===== src/rtl/seg7_scan_ctrl_pkg.sv =====
// Shared constants and scan-state encoding for the 7-segment scan controller.
package seg7_scan_ctrl_pkg;

  localparam logic [6:0] SEG_BLANK = 7'b0;

  typedef enum logic {
    ST_BLANK = 1'b0,
    ST_SHOW  = 1'b1
  } scan_state_t;

endpackage


===== src/rtl/seg7_scan_ctrl_bin_to_7seg.sv =====
// Combinational 4-bit to 7-segment decoder, segments {g,f,e,d,c,b,a} active-high.
// Codes 10..15 decode to all segments off.
module bin_to_7seg
  import seg7_scan_ctrl_pkg::*;
(
  input  logic [3:0] bin,
  output logic [6:0] seg
);

  always_comb begin
    seg = SEG_BLANK;
    case (bin)
      4'd0:    seg = 7'h3F;
      4'd1:    seg = 7'h06;
      4'd2:    seg = 7'h5B;
      4'd3:    seg = 7'h4F;
      4'd4:    seg = 7'h66;
      4'd5:    seg = 7'h6D;
      4'd6:    seg = 7'h7D;
      4'd7:    seg = 7'h07;
      4'd8:    seg = 7'h7F;
      4'd9:    seg = 7'h6F;
      default: seg = SEG_BLANK;
    endcase
  end

endmodule


===== src/rtl/seg7_scan_ctrl.sv =====
// Time-multiplexed scan controller for a bank of 7-segment digits with a blank gap
// between digits and frame-aligned commit of new values.
module seg7_scan_ctrl
  import seg7_scan_ctrl_pkg::*;
#(
  parameter int NUM_DIGITS = 4,
  parameter int CLK_DIV    = 50000,
  parameter int BLANK_CYC  = 16,
  parameter bit AN_ACT_LOW = 1'b1
) (
  input  logic                      clk,
  input  logic                      rst_n,
  input  logic                      load_valid_i,
  output logic                      load_ready_o,
  input  logic [4*NUM_DIGITS-1:0]   value_i,
  input  logic                      lzb_i,
  output logic [6:0]                seg_o,
  output logic [NUM_DIGITS-1:0]     an_o,
  output logic                      frame_o
);

  localparam int PW = (CLK_DIV > 1) ? $clog2(CLK_DIV) : 1;
  localparam int IW = $clog2(NUM_DIGITS);
  localparam logic [PW-1:0] PRE_LAST = PW'(CLK_DIV - 1);
  localparam logic [PW-1:0] PRE_SHOW = PW'(BLANK_CYC);
  localparam logic [IW-1:0] IDX_LAST = IW'(NUM_DIGITS - 1);
  localparam logic [NUM_DIGITS-1:0] AN_OFF = {NUM_DIGITS{AN_ACT_LOW}};

  logic [PW-1:0]           presc;
  logic [IW-1:0]           idx;
  scan_state_t             state, next_state;
  logic [4*NUM_DIGITS-1:0] active, pending;
  logic                    pending_flag;
  logic                    slot_end, frame_end, take;
  logic [3:0]              nib;
  logic [6:0]              dec_seg;
  logic [NUM_DIGITS-1:0]   sel;
  logic                    zero_run, blanked;

  assign slot_end     = (presc == PRE_LAST);
  assign frame_end    = slot_end && (idx == IDX_LAST);
  assign load_ready_o = ~pending_flag;
  assign take         = load_valid_i & ~pending_flag;

  always_ff @(posedge clk or negedge rst_n) begin
    if (!rst_n) begin
      presc <= '0;
      idx   <= '0;
      state <= ST_BLANK;
    end else begin
      state <= next_state;
      if (slot_end) begin
        presc <= '0;
        idx   <= (idx == IDX_LAST) ? '0 : idx + IW'(1);
      end else begin
        presc <= presc + PW'(1);
      end
    end
  end

  // State tracks the prescaler value of the cycle it is registered into.
  always_comb begin
    next_state = ST_BLANK;
    if (!slot_end && ((presc + PW'(1)) >= PRE_SHOW))
      next_state = ST_SHOW;
  end

  // A value parks in pending and is only promoted at a frame boundary.
  always_ff @(posedge clk or negedge rst_n) begin
    if (!rst_n) begin
      active       <= '0;
      pending      <= '0;
      pending_flag <= 1'b0;
    end else if (take) begin
      pending      <= value_i;
      pending_flag <= 1'b1;
    end else if (frame_end && pending_flag) begin
      active       <= pending;
      pending_flag <= 1'b0;
    end
  end

  // Walk from the top digit down so zero_run marks digits with only zeros at and above them.
  always_comb begin
    nib      = '0;
    sel      = '0;
    blanked  = 1'b0;
    zero_run = 1'b1;
    for (int k = NUM_DIGITS - 1; k >= 0; k--) begin
      zero_run = zero_run & (active[4*k +: 4] == 4'd0);
      if (idx == IW'(k)) begin
        nib     = active[4*k +: 4];
        sel[k]  = 1'b1;
        blanked = lzb_i && (k != 0) && zero_run;
      end
    end
  end

  bin_to_7seg u_dec (
    .bin (nib),
    .seg (dec_seg)
  );

  always_ff @(posedge clk or negedge rst_n) begin
    if (!rst_n) begin
      seg_o   <= SEG_BLANK;
      an_o    <= AN_OFF;
      frame_o <= 1'b0;
    end else begin
      frame_o <= frame_end;
      if (state == ST_SHOW && !blanked) begin
        an_o  <= sel ^ AN_OFF;
        seg_o <= dec_seg;
      end else begin
        an_o  <= AN_OFF;
        seg_o <= SEG_BLANK;
      end
    end
  end

endmodule

===== config.mk =====
export PLATFORM = sky130hd
export DESIGN_NAME = seg7_scan_ctrl
export DESIGN_NICKNAME = d
export VERILOG_FILES = /design/src/rtl/seg7_scan_ctrl_pkg.sv /design/src/rtl/seg7_scan_ctrl_bin_to_7seg.sv /design/src/rtl/seg7_scan_ctrl.sv
export SDC_FILE = /design/constraint.sdc
export NUM_CORES = 1
export LEC_CHECK = 0
export BUFFER_PORTS_ARGS = -buffer_cell sky130_fd_sc_hd__buf_2
export CORE_MARGIN = 5
export CORE_UTILIZATION = 58
export CTS_CLUSTER_DIAMETER = 60
export CTS_CLUSTER_SIZE = 16
export DETAILED_ROUTE_END_ITERATION = 7
export PLACE_DENSITY = 0.79
export SYNTH_ARGS = -nofsm -noshare
export SYNTH_HDL_FRONTEND = slang
export SYNTH_HIERARCHICAL = 1
export SYNTH_SLANG_ARGS = --single-unit

===== constraint.sdc =====
create_clock -name clk -period 7.4 [get_ports clk]
set_input_delay 0.37 -clock clk [delete_from_list [all_inputs] [get_ports clk]]
set_output_delay 0.37 -clock clk [all_outputs]
set_load 0.05 [all_outputs]

# == After elaboration in Yosys (flattened, before gate mapping) ==
# Memories as Yosys holds them, arrays and structs flattened.
# Index checks and enable logic that the tools add are counted.
# totals
reg_bits,64
mem_bits_ro,112
in_bits,20
output_inout_bits,13
word_cells,57
n_memories,1
# classes
addsub,2
n_lt_le_gt_ge,1
n_eq_ne,4
n_mux,19
bitwise_logic,6
n_reduce_logical,15
# mem_list
memory,words,width,read_ports,rd_clocked_by_memory_dff,wr,line_no,source
(no name shown),16,7,1,0,0,seg7_scan_ctrl_bin_to_7seg.sv:12,case (bin)
# ops
operator,count
4-bit two-way mux,5
16-bit by 1-bit adder with 16-bit output (second input constant),1
16-bit equality test (second input constant),1
16-bit by 5-bit >= comparator with 1-bit output (second input constant),1
16-bit two-way mux,1
4-bit logical NOT,3
1-bit two-way mux,11
1-bit logical AND,7
7-bit two-way mux,1
2-bit equality test (second input constant),2
4-bit NOT,1
1-bit AND,3
2-bit by 1-bit adder with 2-bit output (second input constant),1
2-bit by 1-bit equality test with 1-bit output (second input constant),1
1-bit logical NOT,2
2-bit logical NOT,1
2-bit two-way mux,1
1-bit NOT,2
2-bit AND reduction,1
2-bit nonzero test,1

# == Logic depth before layout (Yosys ltp) ==
# logic_depth
ltp_word,9
mapped_depth,13
ltp_nobuf,13

# == Modules after synthesis ==
# Netlist, hierarchy kept.
# by_module_without_submodules
module,instances,cells_each,area_per_inst_um2,seq_area_each_um2
seg7_scan_ctrl,1,236,2904.0,1606.5
bin_to_7seg,1,28,220.2,0.0

# == Worst setup path before layout ==
# Ideal clock, no wire load.
# synth_timing
path_type,register to register
start,register idx[0]
end,register seg_o[5]
setup_ns,0.119
t_arrival_ns,2.371
t_required_ns,7.281
path_slack_ns,4.910
path_stages_with_launch,13
path_buffers,0
period_less_slack_ns,2.490
path_cell_list,dfrtp_1 > inv_1 > ha_1 > nor2b_1 > a22oi_1 > nor2_1 > a21oi_1 > o21ai_0 > inv_1 > ha_1 > mux2i_1 > o22ai_1 > and2_1
# synth_via
elab_cells_between_ends,16
cone_classes,eq/ne (3); mux (9); reduce/logical (3); memory (1)
# synth_rtl
element,line_no,source
start: declaration,seg7_scan_ctrl.sv:30,logic [IW-1:0] idx;
start signal: assignment,seg7_scan_ctrl.sv:54,idx <= (idx == IDX_LAST) ? '0 : idx + IW'(1);
2-bit equality test,seg7_scan_ctrl.sv:91,if (idx == IW'(k)) begin
4-bit two-way mux (3 in a row),seg7_scan_ctrl.sv:91,
4-bit two-way mux (*),seg7_scan_ctrl.sv:91,
via nib[1],seg7_scan_ctrl.sv:35,logic [3:0] nib;
memory read 16 x 7 bit (*),n/a,
via dec_seg[5],seg7_scan_ctrl.sv:36,logic [6:0] dec_seg;
7-bit two-way mux (*),seg7_scan_ctrl.sv:111,if (state == ST_SHOW && !blanked) begin
end signal: assignment,seg7_scan_ctrl.sv:113,seg_o <= dec_seg;
end: declaration,seg7_scan_ctrl.sv:17,"output logic [6:0] seg_o,"
# The timed path passes the listed nets; every way through them passes the cells marked *.
# A chain may end at the register's enable or synchronous reset.

# == Worst setup path in the final report ==
# layout_timing
start,register idx[0]
end,register seg_o[0]
# The elaborated chain is that of the path after synthesis.

==> results.sh <==
export IMPL_syn_area_per_cell_sq_um=11.8
export IMPL_cpPeakStageDelay_ps=590
export IMPL_crit_required_ps=7680
export IMPL_antenna_left=0
export IMPL_r2r_cells=13
export IMPL_reg2reg_from="idx[0]$_DFFE_PN0N_"
export IMPL_ir_drop_uv=160
export IMPL_yosysWarnings=6
export IMPL_detail_route_iter0_violations=99
export IMPL_hold_path_class="in2async"
export IMPL_use_met3_pct=6.93
export IMPL_cts_tree="yes"
export IMPL_rows=26
export IMPL_worstMarginPinSlew_ps=1130
export IMPL_dp_cells=352
export IMPL_ys_flop_type="dfrtp_1"
export IMPL_ys_top_cells_by_count="60 x dfrtp_1, 23 x mux2_2, 18 x nor2_1"
export IMPL_cap_violations=0
export IMPL_end_kind="flip-flop"
export IMPL_clk_path_buf_depth=2
export IMPL_clkLatencyLatePin_ps=350
export IMPL_ys_types=48
export IMPL_tns_ps=0
export IMPL_fin_crit_sh_pct=39.7
export IMPL_grt_pass1_vias=2036
export IMPL_wl_per_cell_um=14.5
export IMPL_synth_area_sq_mm=0.00312
export IMPL_nets=325
export IMPL_top_level_ports=33
export IMPL_synth_area_leaders="dfrtp_1 48%, mux2_2 8.3%, ha_1 4.8%"
export IMPL_wirelength_mm=5.31
export IMPL_die_area_sq_mm=0.00695
export IMPL_cts_sink_count=64
export IMPL_use_met2_pct=25.9
export IMPL_grt_antenna_before_repair=0
export IMPL_outcome="complete, no violations"
export IMPL_syn_nets=296
export IMPL_top_usage_layer="met2"
export IMPL_seq_area_frac_synth_pct=51.4
export IMPL_syn_instance_count=264
export IMPL_vias_per_cell=5.38
export IMPL_clk_pin_slew_worst_paths_ps=70
export IMPL_port_buffers=32
export IMPL_final_core_util_pct=67.2
export IMPL_post_cts_resized=0
export IMPL_grt_pass1_wl_mm=9.42
export IMPL_crit_chain="inv_1, ha_1, nor2b_1, a22oi_1, nor2_1, a21oi_1, o21ai_0, inv_1, ha_1, nor2_1, a21oi_1, o22ai_1, and2_1"
export IMPL_diodes=0
export IMPL_cp_max_fo=7
export IMPL_drc=0
export IMPL_placeableCoreArea_sq_mm=0.00517
export IMPL_relSlewSlack_pct=23.6
export IMPL_hpwlAfterDp_mm=3.68
export IMPL_setup_viol=0
export IMPL_synth_most_common_cell="dfrtp_1"
export IMPL_ys_ff_latch=64
export IMPL_grt_max_degree=65
export IMPL_gr_usage_met1_pct=21.3
export IMPL_n_fill_cell=403
export IMPL_drive_above_1_share_pct=30.3
export IMPL_overflow=0
export IMPL_async_reset_ff_share_pct=100
export IMPL_area_growth_pct=11.2
export IMPL_synth_area_leader_cell="dfrtp_1"
export IMPL_r2r_end="seg_o[0]$_DFF_PN0_"
export IMPL_min_period_ps=2940
export IMPL_cts_htree_levels=3
export IMPL_vias=1975
export IMPL_maxSlewViolCount=0
export IMPL_cts_made_buffers=9
export IMPL_p_leak_nw=1.59
export IMPL_post_cts_buffers=0
export IMPL_gp_congestion=0.835
export IMPL_powerDensity_mw_per_mm2=195
export IMPL_synth_edf_count=0
export IMPL_synth_top_area_share_pct=48.1
export IMPL_grt_setup_unrepaired="false"
export IMPL_grt_util_all_layers_pct=16.9
export IMPL_cp_start_kind="flip-flop"
export IMPL_fmaxAchievable_ghz=0.340
export IMPL_criticalPathCategory="reg2reg"
export IMPL_hold_buffers=0
export IMPL_hold_violations=0
export IMPL_slowest_stage="o21ai_0"
export IMPL_die_x_um=83.4
export IMPL_r2r_setup_slack_ps=4460
export IMPL_fin_worst_skew_ps=10.1
export IMPL_initial_utilization_pct=60.4
export IMPL_crit_arrival_ps=3220
export IMPL_fin_cells=367
export IMPL_clockRootBuffer="clkbuf_8"
export IMPL_drtPass1Iterations=4
export IMPL_dieHeight_um=83.4
-- cell families (layout without fill, tap and decap cells) --
| kind of cell | Yosys count | count (layout) | share of synthesized area [%] |
|---|---|---|---|
| simple gates | 77 | 77 | 14.2 |
| compound gates | 33 | 33 | 7.05 |
| flops | 64 | 64 | 51.4 |
| fa+ha+maj | 12 | 12 | 4.81 |
| mux | 33 | 33 | 12.9 |
| xor+xnor | 18 | 18 | 5.05 |
| buf+inv | 27 | 60 | 4.57 |
-- state kept, by name (all words and copies together) (netlist names) --
register / count
seg_o: 7
idx: 2
pending: 16
frame_o: 1
pending_flag: 1
presc: 16
state: 1
an_o: 4
active: 16
-- where the power goes --
group	total (mW)	internal [mW]	switching, mW
clock network	0.289	0.162	0.126
logic	0.0222	0.0122	0.00992
registers	0.367	0.361	0.00579
-- layer usage --
layer	up-vias	wire length, um
met5	-	0
met4	0	72
met3	10	325
met2	42	2490
met1	947	2420
li1	976	-
-- critical path, delay by kind of cell, from the launching register on --
kind                     cells  cell delay [ps]
AND/OR/NAND/NOR              4              620
AO/OA/AOI/OAI                5             1020
adder cells (fa/ha/maj)      2              520
buffers and inverters        2              320
flip-flops                   1              400
-- metrics by stage --
stage	hold slack [ps]	worst slack (ps)	area [sq um]	power, mW
3_3_place_gp	381	4670	3290	0.395
6_report	168	4460	3470	0.678
5_1_grt	226	4120	3470	0.708
2_1_floorplan	74.4	4910	3120	0.382
3_5_place_dp	405	4530	3290	0.397
4_1_cts	203	4500	3470	0.689
-- worst max path at each step --
stage,from,endpoint,slack (ps),cells after the start
after floorplan,idx[0]$_DFFE_PN0N_,seg_o[5]$_DFF_PN0_,4910,12
after global placement,idx[0]$_DFFE_PN0N_,seg_o[0]$_DFF_PN0_,4670,13
after detailed placement,idx[0]$_DFFE_PN0N_,seg_o[5]$_DFF_PN0_,4530,12
after CTS,idx[0]$_DFFE_PN0N_,seg_o[3]$_DFF_PN0_,4500,13
after global routing,idx[0]$_DFFE_PN0N_,seg_o[3]$_DFF_PN0_,4120,13
final,idx[0]$_DFFE_PN0N_,seg_o[0]$_DFF_PN0_,4460,13
-- layout make-up --
cell class / count / area, sq um / share of cell area [%]
multi-input combinational: 173 / 1380 / 39.6
inverter: 11 / 41.3 / 1.19
sequential: 64 / 1610 / 46.3
tap: 70 / 87.6 / 2.52
clock inverter: 3 / 42.5 / 1.22
clock buffer: 12 / 145 / 4.18
timing repair buffer: 34 / 175 / 5.04
-- placed cells by master, fill, tap and decap left out, types with 2 or more instances in the layout --
cell type and instances:
a22oi_1 4, and2_1 8, nand4_1 4, a21oi_1 5
xnor2_1 11, clkbuf_1 2, nand3_1 7, and4_1 3
and3_1 2, nor3_1 2, nor2b_1 4, mux2_2 23
o31a_1 2, clkbuf_8 10, dfstp_2 4, buf_4 2
dfrtp_1 60, mux2_4 9, o21ai_0 8, o22ai_1 5
nor4_1 3, nor2_1 18, ha_1 12, buf_2 32
nand2_1 16, xor2_1 7, inv_1 11
(Power assumes the default switching activity.)
